$ cat src/rtl/vga_pkg.sv
`default_nettype none
// ============================================================================
// Module  : vga_pkg
// Brief   : Shared VGA geometry, coordinate widths and sprite-draw types.
// Revision: 1.0 - initial release
// ============================================================================
package vga_pkg;

  localparam int H_ACTIVE = 1440;
  localparam int V_ACTIVE = 900;
  localparam int X_W      = 11;
  localparam int Y_W      = 10;

  typedef enum logic [0:0] {
    MANUAL = 1'b0,
    BOUNCE = 1'b1
  } state_t;

  typedef logic [11:0] rgb12_t;

endpackage : vga_pkg
`default_nettype wire

$ cat src/rtl/sprite_draw_if.sv
`default_nettype none
// ============================================================================
// Module  : sprite_draw_if
// Brief   : Pixel coordinates, user controls and pixel colour of sprite_draw.
// Revision: 1.0 - initial release
// ============================================================================
interface sprite_draw_if;
  import vga_pkg::*;

  logic [X_W-1:0] curr_x;
  logic [Y_W-1:0] curr_y;
  rgb12_t         switch;
  logic           btn_up;
  logic           btn_down;
  logic           btn_left;
  logic           btn_right;
  logic           auto_mode;
  logic [3:0]     draw_r;
  logic [3:0]     draw_g;
  logic [3:0]     draw_b;

  modport master (
    output curr_x, curr_y, switch, btn_up, btn_down, btn_left, btn_right, auto_mode,
    input  draw_r, draw_g, draw_b
  );

  modport slave (
    input  curr_x, curr_y, switch, btn_up, btn_down, btn_left, btn_right, auto_mode,
    output draw_r, draw_g, draw_b
  );

endinterface : sprite_draw_if
`default_nettype wire

$ cat src/rtl/sync2.sv
`default_nettype none
// ============================================================================
// Module  : sync2
// Brief   : Two-flop synchroniser for an asynchronous level, resets to 0.
// Revision: 1.0 - initial release
// ============================================================================
module sync2 (
  input  wire logic clk,
  input  wire logic rst,
  input  wire logic i_d,
  output logic      o_q
);

  logic r_meta;
  logic r_q;

  always_ff @(posedge clk or posedge rst) begin
    if (rst) begin
      r_meta <= 1'b0;
      r_q    <= 1'b0;
    end else begin
      r_meta <= i_d;
      r_q    <= r_meta;
    end
  end

  assign o_q = r_q;

endmodule : sync2
`default_nettype wire

$ cat src/rtl/sprite_draw.sv
`default_nettype none
// ============================================================================
// Module  : sprite_draw
// Brief   : Square sprite over flat background, moved once per frame either
//           manually from buttons or by bouncing off the active-area edges.
// Revision: 1.0 - initial release
// ============================================================================
module sprite_draw
  import vga_pkg::*;
#(
  parameter int     SIZE   = 32,
  parameter int     STEP   = 4,
  parameter int     X_INIT = 704,
  parameter int     Y_INIT = 434,
  parameter rgb12_t BG_RGB = 12'h000
) (
  input wire logic    clk,
  input wire logic    rst,
  sprite_draw_if.slave bus
);

  localparam logic signed [11:0] c_STEP  = 12'(STEP);
  localparam logic signed [11:0] c_X_MAX = 12'(H_ACTIVE - SIZE);
  localparam logic signed [11:0] c_Y_MAX = 12'(V_ACTIVE - SIZE);
  localparam logic [11:0]        c_SIZE  = 12'(SIZE);

  // Bit order: {auto_mode, right, left, down, up}
  logic [4:0] w_async;
  logic [4:0] w_sync;

  assign w_async = {bus.auto_mode, bus.btn_right, bus.btn_left, bus.btn_down, bus.btn_up};

  generate
    for (genvar g = 0; g < 5; g++) begin : g_sync
      sync2 u_sync2 (
        .clk (clk),
        .rst (rst),
        .i_d (w_async[g]),
        .o_q (w_sync[g])
      );
    end
  endgenerate

  logic w_up_s, w_down_s, w_left_s, w_right_s, w_auto_s;
  assign {w_auto_s, w_right_s, w_left_s, w_down_s, w_up_s} = w_sync;

  state_t         r_state;
  logic [X_W-1:0] r_pos_x;
  logic [Y_W-1:0] r_pos_y;
  logic           r_dir_x_neg;
  logic           r_dir_y_neg;
  logic [Y_W-1:0] r_prev_y;
  rgb12_t         r_draw;

  logic w_tick;
  assign w_tick = (bus.curr_y == '0) && (r_prev_y != '0);

  state_t w_next_state;
  assign w_next_state = w_tick ? (w_auto_s ? BOUNCE : MANUAL) : r_state;

  logic signed [11:0] w_dx, w_dy, w_sum_x, w_sum_y;
  logic [X_W-1:0]     w_new_x;
  logic [Y_W-1:0]     w_new_y;
  logic               w_hit_x, w_hit_y;

  // Movement uses the state selected on this tick, so a mode switch moves at once
  always_comb begin
    w_dx = '0;
    w_dy = '0;
    if (w_next_state == BOUNCE) begin
      w_dx = r_dir_x_neg ? -c_STEP : c_STEP;
      w_dy = r_dir_y_neg ? -c_STEP : c_STEP;
    end else begin
      if (w_right_s && !w_left_s)      w_dx = c_STEP;
      else if (w_left_s && !w_right_s) w_dx = -c_STEP;
      if (w_down_s && !w_up_s)         w_dy = c_STEP;
      else if (w_up_s && !w_down_s)    w_dy = -c_STEP;
    end
  end

  assign w_sum_x = $signed({1'b0, r_pos_x}) + w_dx;
  assign w_sum_y = $signed({2'b00, r_pos_y}) + w_dy;

  always_comb begin
    w_new_x = w_sum_x[X_W-1:0];
    if (w_sum_x < 0)            w_new_x = '0;
    else if (w_sum_x > c_X_MAX) w_new_x = c_X_MAX[X_W-1:0];
    w_new_y = w_sum_y[Y_W-1:0];
    if (w_sum_y < 0)            w_new_y = '0;
    else if (w_sum_y > c_Y_MAX) w_new_y = c_Y_MAX[Y_W-1:0];
  end

  assign w_hit_x = (w_new_x == '0) || (w_new_x == c_X_MAX[X_W-1:0]);
  assign w_hit_y = (w_new_y == '0) || (w_new_y == c_Y_MAX[Y_W-1:0]);

  always_ff @(posedge clk or posedge rst) begin
    if (rst) begin
      r_state     <= MANUAL;
      r_pos_x     <= X_W'(X_INIT);
      r_pos_y     <= Y_W'(Y_INIT);
      r_dir_x_neg <= 1'b0;
      r_dir_y_neg <= 1'b0;
      r_prev_y    <= '0;
    end else begin
      r_prev_y <= bus.curr_y;
      if (w_tick) begin
        r_state <= w_next_state;
        r_pos_x <= w_new_x;
        r_pos_y <= w_new_y;
        if (w_next_state == BOUNCE) begin
          if (w_hit_x) r_dir_x_neg <= ~r_dir_x_neg;
          if (w_hit_y) r_dir_y_neg <= ~r_dir_y_neg;
        end
      end
    end
  end

  logic w_inside;
  assign w_inside = ({1'b0, bus.curr_x} >= {1'b0, r_pos_x})
                 && ({1'b0, bus.curr_x} <  ({1'b0, r_pos_x} + c_SIZE))
                 && ({2'b00, bus.curr_y} >= {2'b00, r_pos_y})
                 && ({2'b00, bus.curr_y} <  ({2'b00, r_pos_y} + c_SIZE));

  always_ff @(posedge clk or posedge rst) begin
    if (rst) r_draw <= '0;
    else     r_draw <= w_inside ? bus.switch : BG_RGB;
  end

  assign bus.draw_r = r_draw[11:8];
  assign bus.draw_g = r_draw[7:4];
  assign bus.draw_b = r_draw[3:0];

endmodule : sprite_draw
`default_nettype wire
$ cat src/flat_wrapper.sv
// flat-port wrapper written by rule: the top's interface ports become plain ports
module sprite_draw_flat import vga_pkg::*;
#(
  parameter int     SIZE   = 32,
  parameter int     STEP   = 4,
  parameter int     X_INIT = 704,
  parameter int     Y_INIT = 434,
  parameter rgb12_t BG_RGB = 12'h000
)
  (clk, rst, bus_curr_x, bus_curr_y, bus_switch, bus_btn_up, bus_btn_down, bus_btn_left, bus_btn_right, bus_auto_mode, bus_draw_r, bus_draw_g, bus_draw_b);
  sprite_draw_if bus_i ();
  input wire logic clk;
  input wire logic rst;
  input wire logic [$bits(bus_i.curr_x)-1:0] bus_curr_x;
  input wire logic [$bits(bus_i.curr_y)-1:0] bus_curr_y;
  input wire logic [$bits(bus_i.switch)-1:0] bus_switch;
  input wire logic [$bits(bus_i.btn_up)-1:0] bus_btn_up;
  input wire logic [$bits(bus_i.btn_down)-1:0] bus_btn_down;
  input wire logic [$bits(bus_i.btn_left)-1:0] bus_btn_left;
  input wire logic [$bits(bus_i.btn_right)-1:0] bus_btn_right;
  input wire logic [$bits(bus_i.auto_mode)-1:0] bus_auto_mode;
  output wire logic [$bits(bus_i.draw_r)-1:0] bus_draw_r;
  output wire logic [$bits(bus_i.draw_g)-1:0] bus_draw_g;
  output wire logic [$bits(bus_i.draw_b)-1:0] bus_draw_b;
  assign bus_i.curr_x = bus_curr_x;
  assign bus_i.curr_y = bus_curr_y;
  assign bus_i.switch = bus_switch;
  assign bus_i.btn_up = bus_btn_up;
  assign bus_i.btn_down = bus_btn_down;
  assign bus_i.btn_left = bus_btn_left;
  assign bus_i.btn_right = bus_btn_right;
  assign bus_i.auto_mode = bus_auto_mode;
  assign bus_draw_r = bus_i.draw_r;
  assign bus_draw_g = bus_i.draw_g;
  assign bus_draw_b = bus_i.draw_b;
  sprite_draw #(.SIZE(SIZE), .STEP(STEP), .X_INIT(X_INIT), .Y_INIT(Y_INIT), .BG_RGB(BG_RGB)) u_core (.clk(clk), .rst(rst), .bus(bus_i));
endmodule
$ cat config.mk
export PLATFORM = sky130hd
export DESIGN_NAME = sprite_draw_flat
export DESIGN_NICKNAME = d
export VERILOG_FILES = /design/src/rtl/vga_pkg.sv /design/src/rtl/sprite_draw_if.sv /design/src/rtl/sync2.sv /design/src/rtl/sprite_draw.sv /design/src/flat_wrapper.sv
export SDC_FILE = /design/constraint.sdc
export NUM_CORES = 1
export LEC_CHECK = 0
export ABC_AREA = 1
export BUFFER_PORTS_ARGS = -buffer_cell sky130_fd_sc_hd__buf_2
export CORE_MARGIN = 2
export CORE_UTILIZATION = 53
export DETAILED_ROUTE_END_ITERATION = 10
export GPL_TIMING_DRIVEN = 0
export HOLD_SLACK_MARGIN = 0.15
export PLACE_DENSITY = 0.77
export SETUP_SLACK_MARGIN = 0.1
export SKIP_CTS_REPAIR_TIMING = 1
export SKIP_LAST_GASP = 1
export SLEW_MARGIN = 30
export SYNTH_ARGS = -nofsm -noshare
export SYNTH_HDL_FRONTEND = slang
export SYNTH_SLANG_ARGS = --single-unit
$ cat constraint.sdc
create_clock -name clk -period 3 [get_ports clk]
set_clock_uncertainty 0.1 [all_clocks]
set_input_delay 0.6 -clock clk [delete_from_list [all_inputs] [get_ports clk]]
set_output_delay 0.6 -clock clk [all_outputs]
set_load 0.005 [all_outputs]
==> impl_metrics.py <==
metrics = {
    "timing": {
        "slew_headroom_pct": 46.4,
        "worst_slack_ns": -0.573,
        "fin_hold_ws_ns": 0.260,
        "slew_viol_final": 0,
        "rsz0062_at_grt": "yes",
        "period_share_pct": 119,
        "finalSetupViolCount": 23,
        "final-hold-violation-count": 0,
        "worst_pin_slew_ns": 0.804,
        "fin_tns_setup_ns": -7.81,
        "fmax_mhz": 280,
        "min_period_ns": 3.57,
    },
    "setup_path": {
        "worst_ep_arrival_time_ns": 3.69,
        "setup.worst_path.start": "bus_curr_y[9]",
        "required_ns": 3.12,
        "end_kind": "flop",
        "r2r-start": "u_core.r_prev_y[2]",
        "cp-start-kind": "input pin",
        "crit_fanout": 8,
        "crit_type": "in -> reg",
    },
    "grt": {
        "overflow": 0,
        "grtUsageTotal_pct": 22.8,
        "grt_pass1_wl_mm": 15.8,
        "antenna_found_initial": 0,
        "grt_max_degree": 53,
        "grt_pass1_vias": 3611,
    },
    "drt": {
        "num_vias": 3829,
        "drtIter0Drc": 193,
        "wl_per_cell_um": 16.2,
        "drc": 0,
        "dr.pass1.iters": 4,
        "ant_nets": 0,
        "vias_per_cell": 5.46,
        "totalWireLength_mm": 11.3,
    },
    "floorplanning": {
        "die_w_um": 91.7,
        "die_y_um": 91.7,
        "die_area_um2": 8410,
        "core_um2": 7370,
        "placementRows": 31,
        "num_io_pins": 52,
        "start_util_pct": 55.3,
    },
    "cts": {
        "cts_tree": "built",
        "path_clk_slew_ns": 0.11,
        "htreeDepth": 2,
        "cts.sinks": 56,
        "clock_path_buffers": 2,
        "cts-root-buf": "clkbuf_8",
        "insertion_delay_ns": 0.32,
        "numCtsBuffers": 5,
    },
    "outcome": {
        "status": "finished with violations",
        "violations": "negative setup slack",
    },
    "power_and_ir_drop": {
        "vdd_drop_max_v": 0.000286,
        "leakagePower_nw": 2.85,
        "power.density_nw_per_um2": 318,
        "total_power_mw": 1.80,
    },
    "synthesis": {
        "async_flop_share_pct": 100,
        "synth_edf_count": 0,
        "syn-num-nets": 605,
        "ys_seq_elements": 56,
        "synth_cells": 508,
        "avgSynthCellArea_um2": 8.03,
        "yosysWarningCount": 0,
        "synth.distinct_cells": 43,
        "synth_flop_cell": "dfrtp_1",
        "yosysSeqAreaShare_pct": 34.6,
        "netlist_area_um2": 4080,
    },
    "layout": {
        "final_util_pct": 76.9,
        "n_antenna_cell": 0,
        "area_growth_pct": 39.0,
        "layout-drive-gt1-share_pct": 38.7,
        "final_nets": 698,
    },
    "place": {
        "gp_routability_congestion": 0.922,
        "dpl.hpwl_mm": 7.14,
        "portBuffers": 51,
        "pre_cts_ws_ns": -0.975,
    },
    "run": {
        "maxCapViolations": 0,
    },
    "hold_path": {
        "min-delay-start": "u_core.g_sync[2].u_sync2.r_meta",
        "worstHoldPathType": "reg -> reg",
    },
}
-- power breakdown --
part	switching [mW]	leakage (nW)	total, mW	internal (mW)
logic	0.307	2.13	0.561	0.254
registers	0.0146	0.667	0.794	0.780
clock network	0.275	0.0463	0.447	0.172
total	0.596	2.85	1.80	1.21
-- metal layers --
layer  GRT usage, %  up-vias  routed length, um
li1               -     1843                  -
met1           30.3     1831               4690
met2           38.6      120               5770
met3           4.44       35                549
met4           5.47        0                317
met5              0        -                  0
-- path summary, 6_finish.rpt --
path / slack, ns / endpoint / depth (start not counted)
setup / recovery: -0.57 / u_core.r_dir_x_neg / 25
hold / removal: 0.26 / u_core.g_sync[2].u_sync2.o_q / 0
setup reg to reg: -0.52 / u_core.r_dir_x_neg / 23
hold reg to reg: 0.26 / u_core.g_sync[2].u_sync2.o_q / 0
max in group asynchronous: 1.69 / u_core.r_pos_x[9] / 4
min in group asynchronous: 0.59 / u_core.r_draw[9] / 3
-- sequential cells by signal, indices dropped and copies added, names as in the netlist --
register                      flops
u_core.r_state                    1
u_core.r_prev_y                  10
u_core.r_pos_y                   10
u_core.r_dir_x_neg                1
u_core.r_dir_y_neg                1
u_core.g_sync.u_sync2.o_q         5
u_core.g_sync.u_sync2.r_meta      5
u_core.r_pos_x                   11
u_core.r_draw                    12
-- cells in the mapped netlist, drive strengths merged (2+ instances only) --
master   count  area, um2
nand2      104        438
inv         88        330
ha          55        688
nor2        51        201
dfrtp       48       1200
nand3       40        225
a21oi       28        155
o21ai       27        146
xor2        10        114
nand4        9       56.3
dfstp        8        210
xnor2        6       52.6
clkbuf       4       15.0
a21boi       3       22.5
a31oi        3       18.8
nor3         3       15.0
o31ai        3       22.5
a211oi       2       20.0
a21o         2       15.0
fa           2       40.0
o2111ai      2       17.5
o211ai       2       15.0
o21bai       2       15.0
-- placed cells by master (no fill, tap or decap), types with 5 or more instances in the layout --
cell / n
a21oi_1: 20
a21oi_2: 6
buf_2: 41
buf_4: 24
buf_6: 13
clkbuf_8: 5
dfrtp_1: 48
dfstp_2: 8
ha_1: 42
ha_4: 12
inv_1: 77
inv_2: 8
nand2_1: 64
nand2_2: 25
nand2_4: 11
nand2_8: 5
nand3_1: 24
nand3_2: 11
nand3_4: 5
nand4_1: 9
nor2_1: 36
nor2_4: 11
o21ai_0: 9
o21ai_1: 8
o21ai_2: 7
xor2_1: 5
-- area by class of cell --
class | count | area (um2)
Inverter | 88 | 338
Multi-Input combinational cell | 361 | 3010
Tap cell | 99 | 124
Clock buffer | 5 | 68.8
Clock inverter | 3 | 27.5
Sequential cell | 56 | 1410
Buffer | 4 | 18.8
Fill cell | 469 | 1700
Timing Repair Buffer | 85 | 667
-- worst max-delay path, stage by stage --
cell and delay, ns:
buf_6 0.11, nor2_4 0.10, nand2_2 0.08, nor2_4 0.27, nand2_8 0.11, nand2_8 0.11, nand2_8 0.08, nand2_4 0.07
o21ai_4 0.06, buf_12 0.15, ha_4 0.30, nand2_1 0.10, inv_1 0.09, nand2_1 0.05, nand2_1 0.10, nor2_4 0.07
o21ai_4 0.19, nand3_2 0.12, nand2_4 0.11, xor2_4 0.23, a21oi_4 0.09, a21oi_2 0.24, nand3_1 0.09, nand2_1 0.09
nand2_1 0.06
-- stage by stage --
step / instance area (um2) / cells
CTS: 4720 / 667
detailed placement: 4620 / 659
floorplan: 4210 / 508
global placement: 4590 / 658
global route: 5670 / 701
finish: 5670 / 701
-- cells by family after synthesis --
| family | share of synthesized area (%) |
|---|---|
| AOI/OAI and AO/OA | 11.4 |
| xor gates and xnor gates | 4.08 |
| adders and majority gates | 17.9 |
| buffers and inverters | 8.47 |
| DFF | 34.6 |
| and+or+nand+nor | 23.6 |
(Power assumes the default switching activity.)
